===== config.mk =====
export PLATFORM = sky130hd
export DESIGN_NAME = rvfpm_pipe
export DESIGN_NICKNAME = d
export VERILOG_FILES = /design/src/rtl/rvfpm_pipe.sv
export SDC_FILE = /design/constraint.sdc
export NUM_CORES = 2
export LEC_CHECK = 0
export ABC_AREA = 1
export CORE_AREA = 2 2 377 416
export CTS_CLUSTER_DIAMETER = 30
export CTS_CLUSTER_SIZE = 10
export DETAILED_ROUTE_END_ITERATION = 7
export DIE_AREA = 0 0 379 418
export DONT_BUFFER_PORTS = 1
export PLACE_DENSITY = 0.6
export SLEW_MARGIN = 20
export SYNTH_ARGS = -nofsm -noshare
export SYNTH_HDL_FRONTEND = slang
export SYNTH_SLANG_ARGS = --single-unit

===== constraint.sdc =====
create_clock -name clk -period 21.5 [get_ports clk]
set_input_delay 4.3 -clock clk [delete_from_list [all_inputs] [get_ports clk]]
set_output_delay 4.3 -clock clk [all_outputs]
set_load 0.1 [all_outputs]

===== src/rtl/rvfpm_pipe.sv =====
// Fixed-latency FP move/sign/class unit with its own FP register file.
// In-order pipeline with scoreboard-style RAW stall and no bypass.
module rvfpm_pipe #(
    parameter int FLEN        = 32,
    parameter int EXP_W       = 8,
    parameter int NUM_REGS    = 32,
    parameter int PIPE_STAGES = 3,
    parameter int XLEN        = 32
) (
    input  logic                        clk,
    input  logic                        reset,
    input  logic                        in_valid,
    output logic                        in_ready,
    input  logic [2:0]                  in_op,
    input  logic [$clog2(NUM_REGS)-1:0] in_rd,
    input  logic [$clog2(NUM_REGS)-1:0] in_rs1,
    input  logic [$clog2(NUM_REGS)-1:0] in_rs2,
    input  logic [XLEN-1:0]             in_xdata,
    input  logic [FLEN-1:0]             in_mdata,
    output logic                        out_valid,
    input  logic                        out_ready,
    output logic [2:0]                  out_op,
    output logic [$clog2(NUM_REGS)-1:0] out_rd,
    output logic [XLEN-1:0]             out_xdata,
    output logic [FLEN-1:0]             out_mdata,
    output logic                        busy
);

    localparam int RW   = $clog2(NUM_REGS);
    localparam int MW   = FLEN - 1 - EXP_W;
    localparam int LAST = PIPE_STAGES - 1;

    localparam logic [2:0] OP_FLW     = 3'd0;
    localparam logic [2:0] OP_FSW     = 3'd1;
    localparam logic [2:0] OP_FMV_X_W = 3'd2;
    localparam logic [2:0] OP_FMV_W_X = 3'd3;
    localparam logic [2:0] OP_FSGNJ   = 3'd4;
    localparam logic [2:0] OP_FSGNJN  = 3'd5;
    localparam logic [2:0] OP_FSGNJX  = 3'd6;
    localparam logic [2:0] OP_FCLASS  = 3'd7;

    function automatic logic writes_rd(input logic [2:0] op);
        return op inside {OP_FLW, OP_FMV_W_X, OP_FSGNJ, OP_FSGNJN, OP_FSGNJX};
    endfunction

    logic [FLEN-1:0]        rf_q [NUM_REGS];
    logic [PIPE_STAGES-1:0] vld_q;
    logic [2:0]             op_q [PIPE_STAGES];
    logic [RW-1:0]          rd_q [PIPE_STAGES];
    logic [XLEN-1:0]        xd_q [PIPE_STAGES];
    logic [FLEN-1:0]        md_q [PIPE_STAGES];
    logic [FLEN-1:0]        wd_q [PIPE_STAGES];

    logic [FLEN-1:0] rs1_v, rs2_v;
    logic [XLEN-1:0] x_d;
    logic [FLEN-1:0] m_d, w_d;
    logic            use1, use2, hazard;
    logic            advance, accept, retire;

    assign rs1_v = rf_q[in_rs1];
    assign rs2_v = rf_q[in_rs2];

    logic             s1;
    logic [EXP_W-1:0] e1;
    logic [MW-1:0]    m1;
    logic             e_max, e_zero, m_zero;
    logic             is_inf, is_nan, is_zero, is_sub, is_norm;
    logic [9:0]       cls;

    assign s1      = rs1_v[FLEN-1];
    assign e1      = rs1_v[FLEN-2 -: EXP_W];
    assign m1      = rs1_v[MW-1:0];
    assign e_max   = &e1;
    assign e_zero  = (e1 == '0);
    assign m_zero  = (m1 == '0);
    assign is_inf  = e_max & m_zero;
    assign is_nan  = e_max & ~m_zero;
    assign is_zero = e_zero & m_zero;
    assign is_sub  = e_zero & ~m_zero;
    assign is_norm = ~e_max & ~e_zero;

    // Bit 0 is -inf, bit 9 is quiet NaN
    assign cls = {is_nan & m1[MW-1], is_nan & ~m1[MW-1],
                  ~s1 & is_inf, ~s1 & is_norm, ~s1 & is_sub,
                  ~s1 & is_zero, s1 & is_zero, s1 & is_sub,
                  s1 & is_norm, s1 & is_inf};

    always_comb begin
        x_d  = '0;
        m_d  = '0;
        w_d  = '0;
        use1 = 1'b0;
        use2 = 1'b0;
        unique case (in_op)
            OP_FLW: w_d = in_mdata;
            OP_FSW: begin
                m_d  = rs2_v;
                use2 = 1'b1;
            end
            OP_FMV_X_W: begin
                x_d  = XLEN'(rs1_v);
                use1 = 1'b1;
            end
            OP_FMV_W_X: w_d = in_xdata[FLEN-1:0];
            OP_FSGNJ: begin
                w_d  = {rs2_v[FLEN-1], rs1_v[FLEN-2:0]};
                use1 = 1'b1;
                use2 = 1'b1;
            end
            OP_FSGNJN: begin
                w_d  = {~rs2_v[FLEN-1], rs1_v[FLEN-2:0]};
                use1 = 1'b1;
                use2 = 1'b1;
            end
            OP_FSGNJX: begin
                w_d  = {rs1_v[FLEN-1] ^ rs2_v[FLEN-1], rs1_v[FLEN-2:0]};
                use1 = 1'b1;
                use2 = 1'b1;
            end
            OP_FCLASS: begin
                x_d  = XLEN'(cls);
                use1 = 1'b1;
            end
        endcase
    end

    always_comb begin
        hazard = 1'b0;
        for (int i = 0; i < PIPE_STAGES; i++) begin
            if (vld_q[i] && writes_rd(op_q[i]) &&
                ((use1 && rd_q[i] == in_rs1) ||
                 (use2 && rd_q[i] == in_rs2)))
                hazard = 1'b1;
        end
    end

    assign advance  = !(vld_q[LAST] && !out_ready);
    assign in_ready = advance && !hazard;
    assign accept   = in_valid && in_ready;
    assign retire   = vld_q[LAST] && out_ready;

    always_ff @(posedge clk) begin
        if (reset) begin
            vld_q <= '0;
            for (int i = 0; i < PIPE_STAGES; i++) begin
                op_q[i] <= '0;
                rd_q[i] <= '0;
                xd_q[i] <= '0;
                md_q[i] <= '0;
                wd_q[i] <= '0;
            end
            for (int r = 0; r < NUM_REGS; r++)
                rf_q[r] <= '0;
        end else begin
            if (retire && writes_rd(op_q[LAST]))
                rf_q[rd_q[LAST]] <= wd_q[LAST];
            if (advance) begin
                // Bubbles carry zero payload so idle outputs read zero
                vld_q[0] <= accept;
                op_q[0]  <= accept ? in_op : '0;
                rd_q[0]  <= accept ? in_rd : '0;
                xd_q[0]  <= accept ? x_d : '0;
                md_q[0]  <= accept ? m_d : '0;
                wd_q[0]  <= accept ? w_d : '0;
                for (int i = 1; i < PIPE_STAGES; i++) begin
                    vld_q[i] <= vld_q[i-1];
                    op_q[i]  <= op_q[i-1];
                    rd_q[i]  <= rd_q[i-1];
                    xd_q[i]  <= xd_q[i-1];
                    md_q[i]  <= md_q[i-1];
                    wd_q[i]  <= wd_q[i-1];
                end
            end
        end
    end

    assign out_valid = vld_q[LAST];
    assign out_op    = op_q[LAST];
    assign out_rd    = rd_q[LAST];
    assign out_xdata = xd_q[LAST];
    assign out_mdata = md_q[LAST];
    assign busy      = |vld_q;

endmodule

---- Yosys cells after proc, flatten, opt, wreduce, memory -nomap -nowiden ----
Memory sizes are Yosys's and may differ from the RTL's.
Index checks and enable logic that the tools add are counted.
word-level totals
  memories ................................ 6
  RAM bits ................................ 1336
  logic and storage cells ................. 145
  input port bits ......................... 86
  register bits after elaboration ......... 3
  output and inout port bits .............. 75
memories
  memory  depth  width  read ports  clocked after Yosys merged registers in  write ports  line  RTL
  rf_q    32     32     2           0                                        32           46    logic [FLEN-1:0] rf_q [NUM_REGS];
  md_q    3      32     3           0                                        3            51    logic [FLEN-1:0] md_q [PIPE_STAGES];
  wd_q    3      32     3           0                                        3            52    logic [FLEN-1:0] wd_q [PIPE_STAGES];
  xd_q    3      32     3           0                                        3            50    logic [XLEN-1:0] xd_q [PIPE_STAGES];
  rd_q    3      5      3           0                                        3            49    logic [RW-1:0] rd_q [PIPE_STAGES];
  op_q    3      3      3           0                                        3            48    logic [2:0] op_q [PIPE_STAGES];
cells by class
  muxes and demuxes ....................... 39
  bitwise logic cells ..................... 37
  eq/ne operators ......................... 25
  reduce and logical (&&, ||, !) cells .... 37
operators with widths
  kind                count
  $mux 32             14
  $pmux 32 s5         1
  $pmux 32 s2         1
  $eq 3x3->1 const B  13
  $reduce_or 32->1    1
  $eq 5x5->1          6
  $mux 5              5
  $logic_not 23->1    1
  $logic_and 1x1->1   17
  $and 1x1->1         15
  $eq 3x2->1 const B  5
  $or 1x1->1          15
  $reduce_bool 5->1   3
  $mux 1              14
  $logic_not 3->1     4
  $mux 3              4
  $logic_not 8->1     1
  $reduce_and 8->1    1
  $not 1->1           6
  $reduce_or 5->1     1
  $reduce_or 4->1     1
  $eq 3x1->1 const B  1
  $logic_not 1->1     3
  $logic_or 1x1->1    3
  2 further kinds     2

---- Longest topological paths before layout ----
  word-level depth ........................ 14
  depth in mapped cells ................... 19
  mapped depth without buffers ............ 16

---- Worst setup path before layout ----
No wires, ideal clock.
  path kind ............................... input-to-reg
  start point ............................. input port reset
  end point ............................... register vld_q[2]
  setup slack ............................. 9446 ps
  required time ........................... 21024 ps
  buffers on the path ..................... 0
  stages .................................. 3
  library setup time ...................... 476 ps
  data arrival time ....................... 11578 ps
  cell sequence ........................... clkinv_1 nand2_1 o21ai_0
RTL lines
  what                             line  RTL
  from (decl)                      11    input logic reset,
  to (signal, indexed assignment)  166   vld_q[i] <= vld_q[i-1];
  to (decl)                        47    logic [PIPE_STAGES-1:0] vld_q;

---- Worst setup path after layout ----
  start point ............................. input port in_rs1[0]
  end point ............................... output port in_ready
on the way
  longest elaborated chain between the ends .. 9
  elaborated cells on any way between the ends .. 17
  classes of those cells .................. 3 x eq/ne; 3 x mux; 11 x reduce/logical
ends and longest elaborated chain
  what                   line  RTL
  from (decl)            16    input logic [$clog2(NUM_REGS)-1:0] in_rs1,
  $eq 5x5->1             131   ((use1 && rd_q[i] == in_rs1) ||
  $logic_and 1x1->1      131
  $logic_or 1x1->1       131
  $logic_and 1x1->1      130   if (vld_q[i] && writes_rd(op_q[i]) &&
  $mux 1 (2 in series)   130
  $mux 1 (*)             130
  $logic_not 1->1 (*)    138   assign in_ready = advance && !hazard;
  $logic_and 1x1->1 (*)  138
  to (decl)              13    output logic in_ready,
Mark *: on every way between the ends. The rest lies on a longest branch, timed or not.

==> reports/metrics.csv <==
metric,value,unit
Port Buffers,0,
"Clk Latency, worst-skew pair",0.91,ns
# DRC,2,
NumNets Final,7554,
RSZ-0062 raised after global routing,no,
status,"complete, but fails checks",
ANT nets after route,0,
CTS tree,built,
P_sw,1.89,mW
violated checks,"design-rule violations, max-slew violations",
ys flop type,edfxtp_1,
row cnt,151,
Synth area leaders,"edfxtp_1 (58%), nor2_1 (9.9%), nand2_1 (9.3%)",
placed insts,9248,
Die Height,418,um
Final Max Tran Viols,472,
Top Ports,161,
Sinks on Clock Net,1339,
Core Area,0.154,sq mm
setup_tns,0,ns
CP required,17.20,ns
total track usage,0.324,
hold buffer count at cts,0,
Max Clock Skew,0.0395,ns
mapped cell area,0.0691,sq mm
leading area contributor after synthesis,edfxtp_1,
placed wire-length estimate,139,mm
register area share after synthesis,0.582,
Starting Density,0.449,
Worst slew margin,-2.14,
Post-CTS Setup Repair Bufs,0,
Synth top area share,0.581,
Clock power frac,0.541,
CP dominant cell by count,nand2_1,
root buffer cell,clkbuf_16,
synthesized instance count,7797,
synth cell count leaders,"nor2_1 (1,820), nand2_1 (1,720), edfxtp_1 (1,336)",
Hold Crit Class,reg2reg,
Die X,379,um
total power,7.83,mW
DR WL/cell,26.9,um
leakage,28.5,nW
Vias,59771,
CP arrival,9.22,ns
largest net degree at the start of global routing,522,
crit path kind,in2out,
drt pass-1 iters,8,
Syn-to-layout area delta,13.4,%
switching part of the total,0.241,
Fill cells,13812,
Max-cap violations,0,
Routability Congestion,0.951,
antenna violations before repair,5,
Fmax,73.9,MHz
vias in the first global route,56753,
crit path max fanout,520,
gr ovfl total,0,
cell internal pwr,5.95,mW
CP Launch Type,primary input,
share of layout cells above drive strength 1,0.0895,
H-tree Lvls,5,
final hold slack,0.490,ns
crit-path leading delay family,buffers and inverters,
power density cells,100,mW/mm^2
measured slew at the worst slew-check pin,4.70,ns
DIE AREA,0.158,sq mm
Finished Core Util,0.509,
# setup viols final,0,
Comb power frac,0.071,
Ys Warns,0,
Critical-path top delay cell,inv_16,
final hold violations,0,
critical path endpoint category,primary output,
Seq pwr share,0.388,
"EDFF count, synth",1336,
top-count cell post-synth,nor2_1,
final non-filler cell total,9734,
worst path bufs/invs,2,
first-pass GRT wire length,377,mm
period utilisation layout,0.629,
Peak supply drop,0.0754,mV
Worst-path clk slew,0.05,ns
CTS Buf Count,283,
Total Routed Length,262,mm
crit-path max cell delay,1.73,ns
Syn Nets,7883,
DR iter-0 viols,9415,
ys async rst share,0,
Max clock buf depth,4,
crit-path cells,"inv_16, nand2_1, o21ai_1, nor2_1, nand3_1, nand2_1, nand2_1, nand2_1, nor2_2, buf_4",
# resized after CTS,0,
fin crit period,13.52,ns
post-synthesis cell type count,39,
"FF+latch count, synth",1339,
vias per cell,6.14,
Mean Syn Cell Area,8.86,sq um
registers in the layout (all words and copies together) (netlist names):
name / cells
rd_q: 15
rf_q: 1024
wd_q: 96
op_q: 9
md_q: 96
xd_q: 96
vld_q: 3
power groups by stage:
stage / logic, mW / clock network [mW] / registers [mW]
2_1_floorplan: 0.424 / 0 / 3.04
4_1_cts: 0.533 / 4.26 / 3.03
6_report: 0.558 / 4.24 / 3.04
3_5_place_dp: 0.530 / 0 / 3.08
5_1_grt: 0.585 / 4.39 / 3.04
3_3_place_gp: 0.525 / 0 / 3.08
cell families after synthesis:
logic type / count (synthesis) / synth area share
xor+xnor: 5 / 0.000634
buf+inv: 1052 / 0.0714
simple gates: 4415 / 0.258
flops: 1339 / 0.582
compound gates: 986 / 0.0877
stage by stage:
step | instance area, sq um | setup WS [ns]
5_1_grt | 78300 | 10.77
3_5_place_dp | 69100 | 11.06
2_1_floorplan | 69100 | 9.45
3_3_place_gp | 69100 | 11.08
6_report | 78300 | 7.98
4_1_cts | 78300 | 11.05
layout by cell type (no fill, tap or decap), drive strengths merged, types with 4 or more instances in the layout:
cell type / n
a21oi: 59
a31oi: 33
buf: 138
bufinv: 32
clkbuf: 322
clkinv: 95
clkinvlp: 31
edfxtp: 1336
inv: 305
nand2: 1723
nand3: 843
nand3b: 4
nand4: 7
nor2: 1826
nor4: 6
o211ai: 84
o21ai: 553
o221ai: 173
o22ai: 83
xor2: 5
final cells by class:
class / instances / area (sq um) / share of cell area
clock inverters: 163 / 1770 / 0.0226
flip-flops and latches: 1339 / 40200 / 0.513
clock buffers: 322 / 7430 / 0.0949
well taps: 2065 / 2580 / 0.0330
diodes: 1 / 2.50 / 0.0000320
repair buffers: 138 / 1080 / 0.0138
inverters: 300 / 1170 / 0.0150
multi-input cells: 5406 / 24100 / 0.308
tightest hold or removal path, cell delays in order (launching register included):
cell	delay, ns
dfxtp_1	0.31
inv_1	0.08
o21ai_0	0.08
metal layers:
layer,track usage,part of all wire
met2,0.494,0.44
met4,0.177,0.059
met3,0.0827,0.13
met1,0.423,0.37
met5,0,0.00013
final timing paths:
path                                start          end  slack [ns]  cells past startpoint
worst max register to register   vld_q[2]  wd_q[0][15]       17.03                      6
worst min register to register   vld_q[1]     vld_q[2]        0.49                      2
worst max-delay path            in_rs1[0]     in_ready        7.98                     10
worst min-delay path             vld_q[1]     vld_q[2]        0.49                      2
Power figures use the tool's default switching activity.
